==> src/rtl/sprite_scheduler.sv <==
// Per-frame sequencer for one sprite engine: latches sprite state on each frame pulse,
// starts the engine on the sprite's top line, and offsets the engine into an animation strip ROM.
module sprite_scheduler #(
  parameter int WIDTH     = 8,
  parameter int HEIGHT    = 8,
  parameter int NFRAMES   = 4,
  parameter int ANIM_DIV  = 8,
  parameter int CORDW     = 16,
  parameter int ADDRW     = 6,
  parameter int ROM_ADDRW = 8,
  localparam int FW       = (NFRAMES > 1) ? $clog2(NFRAMES) : 1,
  localparam int DIVW     = (ANIM_DIV > 1) ? $clog2(ANIM_DIV) : 1
) (
  input  logic                    i_clk,
  input  logic                    i_rst,
  input  logic                    i_frame,
  input  logic                    i_line,
  input  logic signed [CORDW-1:0] i_sy,
  input  logic signed [CORDW-1:0] i_spr_x,
  input  logic signed [CORDW-1:0] i_spr_y,
  input  logic                    i_face,
  input  logic                    i_anim_en,
  input  logic [ADDRW-1:0]        i_spr_pos,
  input  logic                    i_spr_done,
  output logic                    o_spr_start,
  output logic signed [CORDW-1:0] o_spr_x,
  output logic                    o_spr_face,
  output logic [ROM_ADDRW-1:0]    o_rom_addr,
  output logic [FW-1:0]           o_anim_frame,
  output logic                    o_busy,
  output logic                    o_overrun
);

  typedef enum logic [1:0] {IDLE, ARMED, START, RUN} state_t;
  state_t state, state_nxt;

  logic signed [CORDW-1:0] lat_x, lat_y;
  logic                    lat_face;
  logic [DIVW-1:0]         anim_div;

  always_comb begin
    state_nxt = state;
    case (state)
      IDLE:    state_nxt = IDLE;
      ARMED:   if (i_line && i_sy == lat_y) state_nxt = START;
      START:   state_nxt = RUN;
      RUN:     if (i_spr_done) state_nxt = IDLE;
      default: state_nxt = IDLE;
    endcase
    // A frame pulse re-arms from any state and swallows a same-cycle line pulse.
    if (i_frame) state_nxt = ARMED;
  end

  always_ff @(posedge i_clk) begin
    if (i_rst) state <= IDLE;
    else       state <= state_nxt;
  end

  always_ff @(posedge i_clk) begin
    if (i_rst) begin
      lat_x        <= '0;
      lat_y        <= '0;
      lat_face     <= 1'b0;
      o_spr_x      <= '0;
      o_spr_face   <= 1'b0;
      anim_div     <= '0;
      o_anim_frame <= '0;
      o_overrun    <= 1'b0;
    end else begin
      o_spr_x    <= lat_x;
      o_spr_face <= lat_face;
      if (i_frame) begin
        lat_x    <= i_spr_x;
        lat_y    <= i_spr_y;
        lat_face <= i_face;
        if (state == START || state == RUN) o_overrun <= 1'b1;
        if (i_anim_en) begin
          if (anim_div == DIVW'(ANIM_DIV - 1)) begin
            anim_div     <= '0;
            o_anim_frame <= (o_anim_frame == FW'(NFRAMES - 1)) ? '0 : o_anim_frame + 1'b1;
          end else begin
            anim_div <= anim_div + 1'b1;
          end
        end
      end
    end
  end

  assign o_spr_start = (state == START);
  assign o_busy      = (state == RUN);

  // Combinational so the engine's BRAM look-ahead timing is unchanged.
  assign o_rom_addr = ROM_ADDRW'(o_anim_frame) * ROM_ADDRW'(WIDTH * HEIGHT)
                    + ROM_ADDRW'(i_spr_pos);

endmodule
==> config.mk <==
export PLATFORM = sky130hd
export DESIGN_NAME = sprite_scheduler
export DESIGN_NICKNAME = d
export VERILOG_FILES = /design/src/rtl/sprite_scheduler.sv
export SDC_FILE = /design/constraint.sdc
export NUM_CORES = 1
export LEC_CHECK = 0
export BUFFER_PORTS_ARGS = -buffer_cell sky130_fd_sc_hd__buf_2
export CAP_MARGIN = 25
export CORE_ASPECT_RATIO = 0.8
export CORE_MARGIN = 5
export CORE_UTILIZATION = 51
export CTS_CLUSTER_SIZE = 24
export DETAILED_ROUTE_END_ITERATION = 10
export GPL_ROUTABILITY_DRIVEN = 0
export GPL_TIMING_DRIVEN = 0
export PLACE_DENSITY_LB_ADDON = 0.1
export SYNTH_ARGS = -nofsm -noshare
export SYNTH_HDL_FRONTEND = slang
export SYNTH_SLANG_ARGS = --single-unit
==> constraint.sdc <==
create_clock -name i_clk -period 3.15 [get_ports i_clk]
set_clock_uncertainty 0.2 [all_clocks]
set_input_delay 0.4725 -clock i_clk [delete_from_list [all_inputs] [get_ports i_clk]]
set_output_delay 0.4725 -clock i_clk [all_outputs]
set_load 0.01 [all_outputs]
==> results of run 1 <==
[per-layer routing]
| metal | share of wire | wire, um | global-route usage | vias up |
|---|---|---|---|---|
| li1 | - | - | - | 899 |
| met3 | 0.092 | 433 | 0.0998 | 4 |
| met1 | 0.45 | 2110 | 0.196 | 778 |
| met4 | 0.0085 | 40 | 0.0580 | 0 |
| met5 | 0 | 0 | 0 | - |
| met2 | 0.45 | 2100 | 0.243 | 65 |
[cell usage in the layout, fill, tap and decap left out]
cell / instances
buf_2: 83
dfxtp_1: 58
nor2_1: 38
mux2i_1: 34
nor2b_1: 17
xnor2_1: 12
clkbuf_8: 11
clkbuf_1: 8
buf_4: 8
ha_1: 6
a21oi_1: 5
inv_1: 4
buf_1: 4
nand3_1: 4
nand2_1: 3
nor3_1: 3
xor2_1: 3
nand4_1: 3
nand2b_1: 2
o21ai_0: 2
o211a_1: 2
clkinvlp_4: 2
xnor2_2: 1
or4_4: 1
a2111oi_2: 1
a211oi_1: 1
bufinv_16: 1
clkinv_2: 1
[worst register-to-register path, stage by stage, from the launching register on]
cell and delay (ns):
dfxtp_1 0.34, ha_1 0.24, nand2b_1 0.10, nand3_1 0.09
or4_4 0.53, o211a_1 0.23, a2111oi_2 0.35
[power by group]
| group | switching, mW | total, mW | internal, mW |
|---|---|---|---|
| Combinational | 0.0848 | 0.179 | 0.0946 |
| Sequential | 0.0193 | 0.791 | 0.772 |
| Clock | 0.276 | 0.683 | 0.407 |
[through the flow]
stage	setup WS [ns]	hold WS, ns
after global routing	0.876	0.158
final	0.972	0.176
after detailed placement	0.803	0.251
after floorplan	1.09	0.237
after CTS	0.951	0.156
after global placement	0.874	0.231
[registers in the layout, summed over array words and instances, names as in the netlist]
register / flops
anim_div: 3
lat_face: 1
lat_x: 16
lat_y: 16
o_anim_frame: 2
o_overrun: 1
o_spr_face: 1
o_spr_x: 16
state: 2
[cell families after synthesis]
family                   count (synthesis)  share of synthesized area
AND/OR/NAND/NOR                         71                      0.150
flip-flops                              58                      0.515
multiplexers                            34                      0.151
buffers and inverters                   23                     0.0516
XOR/XNOR                                16                     0.0655
AO/OA/AOI/OAI                           11                     0.0344
adder cells (fa/ha/maj)                  6                     0.0333
[worst max-delay path by stage]
| stage | slack (ns) | to |
|---|---|---|
| 4_1_cts | 0.95 | state[1] |
| 3_5_place_dp | 0.80 | state[1] |
| 3_3_place_gp | 0.87 | state[1] |
| 2_1_floorplan | 1.09 | state[1] |
| 5_1_grt | 0.88 | state[1] |
| 6_report | 0.97 | state[1] |
[final cells by class]
class	count	area [um^2]
clock buffers	12	155
clock inverters	4	50.0
plain buffers	19	101
multi-input cells	138	978
well taps	57	71.3
flip-flops and latches	58	1160
inverters	4	15.0
repair buffers	83	415
fillers	349	1280
==> impl_metrics.toml, run 1 <==
[global_route]
grt_pass1_vias = 1649
gr-total-overflow = 0
grt_max_degree = 11
grt_first_pass_wirelength_mm = 7.45
antenna_found_initial = 0
track_usage = 0.165

[final_layout]
post-route-util = 0.697
area_growth_syn_to_layout_pct = 30.7
final_cells = 375
antennaDiodeCount = 0
nets = 380
drive_gt1_frac = 0.343
stdcell_area_um2 = 2950

[setup_path]
critPathLaunch = "state[0]"
r2r_slack_ns = 0.97
end_kind = "flop"
cp.arrival_ns = 2.19
critPathMaxStageDelay_ns = 0.53
cp_num_cells = 6
critical_path_required_ns = 3.16
r2r_start = "state[0]"
worst-path-buf-inv = 0
cp_cell_sequence = "ha_1, nand2b_1, nand3_1, or4_4, o211a_1, a2111oi_2"
worstPathMaxFanout = 4
cpLargestDelayFamily = "simple AND/OR/NAND/NOR gates"
r2r_cells = 6
path_class = "flop to flop"
r2r_end = "state[1]"
start_kind = "flop"
slowest_stage = "or4_4"

[worst_hold_path]
hold_path.class = "input pin to flop"
hold_end = "lat_x[3]"
min_path_cells = 3
min_from = "i_spr_x[3]"

[floorplan]
io_pins = 91
rows = 21
die-area_um2 = 5860
die_w_um = 84.4
start_util = 0.533
coreArea_um2 = 4230
fp.dieH_um = 69.5

[detailed_routing]
via_per_inst = 4.66
vias = 1746
drc = 0
wirelength_mm = 4.69
drt_iter0_drc = 54
avgRoutedWirePerCell_um = 12.5
ant_nets = 0
dr.pass1.iters = 4

[sta]
rsz0062_at_grt = "false"
hold_viol = 0
finalCritPeriodShare = 0.691
tns_ns = 0
slew_viol_final = 0
worst_slew_pin_slew_ns = 0.768
fin_crit_ns = 2.18
setup_viol = 0
max-slew-margin-rel = 0.488
fmax_mhz = 459

[clock_network]
cts_sinks = 58
cts_tree = "built"
postCtsSetupRepairBufs = 0
path_clk_slew_ns = 0.06
clock_path_buffers = 2
cts_root_buffer = "clkbuf_8"
post_cts_resized = 0
cts_max_level = 3
numCtsBuffers = 9
worstSkewPairLatency_ns = 0.33
cts_hold_buf = 0

[pwr]
p_total_mw = 1.65
p_leak_nw = 1.46
cellPowerDensity_nw_per_um2 = 561
irDropWorstVdd_mv = 0.335

[yosys]
synth_edf_count = 0
yosysTopAreaCell = "dfxtp_1"
synth.most_common_cell = "dfxtp_1"
synthCells = 219
yosysWarnings = 0
synth.distinct_cells = 23
ys_seq_area_frac = 0.515
avgSynthCellArea_um2 = 10.3
syn_area_um2 = 2260
synth_seq_cells = 58
synth_ff_type = "dfxtp_1"
synthTopCellsByCount = "dfxtp_1, nor2_1, mux2i_1, nor2b_1, xnor2_1"
synthArstFlopShare = 0
synth_nets = 286
synth_area_leaders = "dfxtp_1, mux2i_1, nor2_1, nor2b_1, xnor2_1"
synth_top_area_frac = 0.515

[placed_design]
portBuffers = 83
place_area_um2 = 2740
place_hpwl_mm = 3.66
dp_cells = 359

[run_status]
status = "complete, no violations"

[run]
maxCapViolCount = 0
No activity file was read; power rests on OpenSTA's default activity.
==> run 2, diff against run 1 <==
--- a/config.mk
+++ b/config.mk
@@ -9,7 +9,7 @@
 export CAP_MARGIN = 25
 export CORE_ASPECT_RATIO = 0.8
 export CORE_MARGIN = 5
-export CORE_UTILIZATION = 51
+export CORE_UTILIZATION = 47
 export CTS_CLUSTER_SIZE = 24
 export DETAILED_ROUTE_END_ITERATION = 10
 export GPL_ROUTABILITY_DRIVEN = 0
==> constraint.sdc (replaced) <==
create_clock -name i_clk -period 2.3 [get_ports i_clk]
set_clock_uncertainty 0.2 [all_clocks]
set_input_delay 0.345 -clock i_clk [delete_from_list [all_inputs] [get_ports i_clk]]
set_output_delay 0.345 -clock i_clk [all_outputs]
set_load 0.01 [all_outputs]
==> run 2 against run 1 <==
Routed wire length is 2.3% lower; design area shrank 1.0%; critical path depth unchanged; die area rose by 7.4%; fmax is 0.46% higher; global-route usage down 1.3 points; sequential share of layout area is 0.41 points higher; final cell count rose by 0.80%; largest power group unchanged; non-clock buffer count unchanged.
==> impl_metrics.toml, run 2 (synthesized netlist as in run 1, its figures left out) <==
[clock_network]
cts_sinks = 58
numCtsBuffers = 9
cts_tree = "built"
cts_max_level = 3
postCtsSetupRepairBufs = 0
cts_root_buffer = "clkbuf_8"
path_clk_slew_ns = 0.06
cts_hold_buf = 0
worstSkewPairLatency_ns = 0.33
post_cts_resized = 0
clock_path_buffers = 2

[global_route]
antenna_found_initial = 0
track_usage = 0.151
grt_first_pass_wirelength_mm = 7.26
gr-total-overflow = 0
grt_pass1_vias = 1638
grt_max_degree = 11

[detailed_routing]
via_per_inst = 4.55
wirelength_mm = 4.58
vias = 1721
drc = 0
drt_iter0_drc = 39
ant_nets = 0
avgRoutedWirePerCell_um = 12.1
dr.pass1.iters = 4

[setup_path]
cp.arrival_ns = 2.19
end_kind = "flop"
r2r_end = "state[1]"
cp_cell_sequence = "ha_1, nand2b_1, nand3_1, or4_4, o211a_1, a2111oi_2"
start_kind = "flop"
critPathMaxStageDelay_ns = 0.54
critPathLaunch = "state[0]"
slowest_stage = "or4_4"
r2r_cells = 6
r2r_slack_ns = 0.13
cp-endpoint = "state[1]"
path_class = "flop to flop"
worstPathMaxFanout = 4
critical_path_required_ns = 2.32
r2r_start = "state[0]"

[final_layout]
reg_top3 = "lat_x (16), lat_y (16), o_spr_x (16)"
fill_cells = 418
drive_gt1_frac = 0.343
antennaDiodeCount = 0
area_growth_syn_to_layout_pct = 29.3
nets = 380
mostFrequentLayoutCell = "buf_2"
final_cell_mix = "buf_2, dfxtp_1, nor2_1, mux2i_1, nor2b_1"

[floorplan]
die-area_um2 = 6290
start_util = 0.488
die_w_um = 87.5
fp.dieH_um = 72.0
coreArea_um2 = 4620
rows = 22
io_pins = 91

[sta]
worst_slew_pin_slew_ns = 0.738
hold_viol = 0
slew_viol_final = 0
fin_crit_ns = 2.17
tns_ns = 0
fmax_mhz = 461
setup_viol = 0
finalCritPeriodShare = 0.943
max-slew-margin-rel = 0.508
rsz0062_at_grt = "false"

[pwr]
p_leak_nw = 1.45
p_total_mw = 2.13
cellPowerDensity_nw_per_um2 = 729
irDropWorstVdd_mv = 0.493

[run_status]
status = "complete, no violations"

[worst_hold_path]
hold_path.class = "input pin to flop"

[placed_design]
portBuffers = 83
place_hpwl_mm = 3.55

[run]
maxCapViolCount = 0
run 2: cell count changes in the layout (fill, tap and decap cells not counted), sizes merged:
cell	change
bufinv	-1
clkbuf	-1
clkinv	+2
run 2: final cells by class:
type | count | area [um^2] | area share
plain buffers | 19 | 101 | 0.0347
flip-flops and latches | 58 | 1160 | 0.398
clock inverters | 5 | 30.0 | 0.0103
multi-input cells | 138 | 978 | 0.335
clock buffers | 11 | 141 | 0.0485
repair buffers | 83 | 415 | 0.142
inverters | 4 | 15.0 | 0.00515
well taps | 60 | 75.1 | 0.0257
run 2: worst min-delay path by stage:
stage / start / endpoint / slack (ns) / depth (start not counted)
2_1_floorplan: i_rst / state[1] / 0.22 / 1
3_3_place_gp: o_overrun / o_overrun / 0.24 / 2
3_5_place_dp: o_overrun / o_overrun / 0.24 / 2
4_1_cts: i_rst / state[1] / 0.03 / 2
5_1_grt: i_rst / state[1] / 0.03 / 2
6_report: i_rst / state[1] / 0.04 / 2
run 2: through the flow:
step / hold WS [ns] / util / instance area (um^2) / std cells / worst slack (ns)
6_report: 0.0388 / 0.631 / 2920 / 378 / 0.132
3_5_place_dp: 0.244 / 0.594 / 2750 / 362 / 0.132
3_3_place_gp: 0.238 / 0.594 / 2750 / 362 / 0.150
2_1_floorplan: 0.221 / - / 2260 / 219 / 0.236
4_1_cts: 0.0300 / 0.631 / 2920 / 378 / 0.119
5_1_grt: 0.0280 / 0.631 / 2920 / 378 / 0.00187
run 2: worst max-delay path: cells and delay by family (launching register included):
kind / cells / cell delay [ns]
adders and majority gates: 1 / 0.23
and+or+nand+nor: 3 / 0.75
AOI/OAI and AO/OA: 2 / 0.55
DFF: 1 / 0.34
run 2: metal layers:
| layer | global-route usage | routed length (um) |
|---|---|---|
| met5 | 0 | 0 |
| met3 | 0.0726 | 463 |
| met1 | 0.191 | 2030 |
| met2 | 0.232 | 2050 |
| met4 | 0.0409 | 35 |
run 2: power breakdown:
| part | internal [mW] | total, mW | leakage (nW) | switching, mW |
|---|---|---|---|---|
| Combinational | 0.129 | 0.244 | 0.886 | 0.115 |
| Clock | 0.414 | 0.801 | 0.0851 | 0.387 |
| Sequential | 1.06 | 1.08 | 0.477 | 0.0261 |
==> run 3, diff against run 2 <==
--- a/config.mk
+++ b/config.mk
@@ -14,7 +14,7 @@
 export DETAILED_ROUTE_END_ITERATION = 10
 export GPL_ROUTABILITY_DRIVEN = 0
 export GPL_TIMING_DRIVEN = 0
-export PLACE_DENSITY_LB_ADDON = 0.1
+export PLACE_DENSITY = 0.78
 export SYNTH_ARGS = -nofsm -noshare
 export SYNTH_HDL_FRONTEND = slang
 export SYNTH_SLANG_ARGS = --single-unit
==> run 3 against run 2 <==
Hold slack improved by 0.011 ns; sequential share of layout area fell by 0.65 points; highest routed layer unchanged; fmax increased by 0.30%; largest power group unchanged; critical endpoint unchanged; combinational power increased by 4%; clock power increased by 17%.
==> impl_metrics.toml, run 3 (synthesized netlist as in run 1, its figures left out) <==
[pwr]
p_leak_nw = 1.46
cellInternalPower_mw = 1.75
sequentialPowerShare = 0.476
irDropWorstVdd_mv = 0.494
cellPowerDensity_nw_per_um2 = 767
switching_share = 0.233
p_clk_frac = 0.413
p_sw_mw = 0.530
pwr-share-comb = 0.111

[clock_network]
path_clk_slew_ns = 0.06
cts_hold_buf = 0
cts_root_buffer = "clkbuf_8"
cts_max_level = 3
clock_path_buffers = 2
numCtsBuffers = 9
cts_sinks = 58
worstSkewPairLatency_ns = 0.32
cts_tree = "built"

[placed_design]
pre_cts_slack_ns = 0.114
portBuffers = 83
dp_cells = 362
place_hpwl_mm = 3.64

[setup_path]
start_kind = "flop"
cp.arrival_ns = 2.19
cp_num_cells = 6
path_class = "flop to flop"
r2r_cells = 6
slowest_stage = "or4_4"
critical_path_required_ns = 2.33
worst-path-buf-inv = 0
worstPathMaxFanout = 4
critPathMaxStageDelay_ns = 0.54
end_kind = "flop"
cpLargestDelayFamily = "simple AND/OR/NAND/NOR gates"
cp_cell_sequence = "ha_2, nand2b_1, nand3_1, or4_4, o211a_1, a2111oi_4"

[sta]
timing.hold.ws_ns = 0.0499
fmax_mhz = 463
fin_crit_ns = 2.16
finalCritPeriodShare = 0.940
hold_viol = 0
max-slew-margin-rel = 0.507
worst_slack_ns = 0.138
slew_viol_final = 0
rsz0062_at_grt = "false"
setup_viol = 0
worst_slew_pin_slew_ns = 0.740
tns_ns = 0

[final_layout]
reg_top3 = "lat_x (16), lat_y (16), o_spr_x (16)"
area_growth_syn_to_layout_pct = 31.5
final_cells = 378
final_cell_mix = "buf_2, dfxtp_1, nor2_1, mux2i_1, nor2b_1"
drive_gt1_frac = 0.346
mostFrequentLayoutCell = "buf_2"
nets = 380
antennaDiodeCount = 0

[floorplan]
fp.dieH_um = 72.0
die-area_um2 = 6290
start_util = 0.488
die_w_um = 87.5
io_pins = 91
coreArea_um2 = 4620
rows = 22

[worst_hold_path]
hold_path.class = "input pin to flop"
min_path_cells = 3

[detailed_routing]
vias = 1764
drc = 0
dr.pass1.iters = 4
ant_nets = 0
drt_iter0_drc = 45
wirelength_mm = 4.72
via_per_inst = 4.67
avgRoutedWirePerCell_um = 12.5

[global_route]
grt_max_degree = 11
gr-total-overflow = 0
track_usage = 0.162
grt_pass1_vias = 1780
grt_first_pass_wirelength_mm = 7.83
antenna_found_initial = 0

[run_status]
status = "complete, no violations"

[run]
maxCapViolCount = 0
## run 3: cell type report
cell class	instances	area [um^2]
flip-flops and latches	58	1160
clock inverters	4	50.0
multi-input cells	138	993
fillers	402	1660
clock buffers	12	155
repair buffers	83	415
plain buffers	19	101
inverters	4	15.0
well taps	60	75.1
## run 3: path summary, 6_finish.rpt
kind / start / end / slack [ns]
worst min register to register: o_overrun / o_overrun / 0.25
worst max-delay path: state[0] / state[1] / 0.14
worst min-delay path: i_spr_x[10] / lat_x[10] / 0.05
worst max register to register: state[0] / state[1] / 0.14
## run 3: worst register-to-register path, stage by stage, from the launching register on
cell       delay, ns
dfxtp_1         0.34
ha_2            0.20
nand2b_1        0.11
nand3_1         0.10
or4_4           0.54
o211a_1         0.25
a2111oi_4       0.31
## run 3: layer usage
metal  vias to the layer above  track usage  part of all wire
met4                         0       0.0818             0.016
met5                         -            0                 0
met2                        59        0.258              0.49
met3                         8       0.0556             0.073
li1                        902            -                 -
met1                       795        0.194              0.42
## run 3: per-stage QoR
stage               total power, mW  area, um^2   util
CTS                            2.29        2950  0.638
floorplan                      1.25        2260      -
global route                   2.38        2970  0.642
detailed placement             1.35        2750  0.594
finish                         2.28        2970  0.642
global placement               1.35        2750  0.594
## run 3: power groups by stage
stage                     clock network, mW  registers (mW)  logic (mW)
after floorplan                           0            1.11       0.148
after global placement                    0            1.10       0.244
after detailed placement                  0            1.11       0.250
after CTS                             0.959            1.08       0.251
after global routing                   1.00            1.09       0.285
final                                 0.940            1.08       0.254
## run 3: what timing repair did
action                     CTS  global route
setup endpoints to repair    0             1
gates resized for setup      0             3
setup buffers                0             0
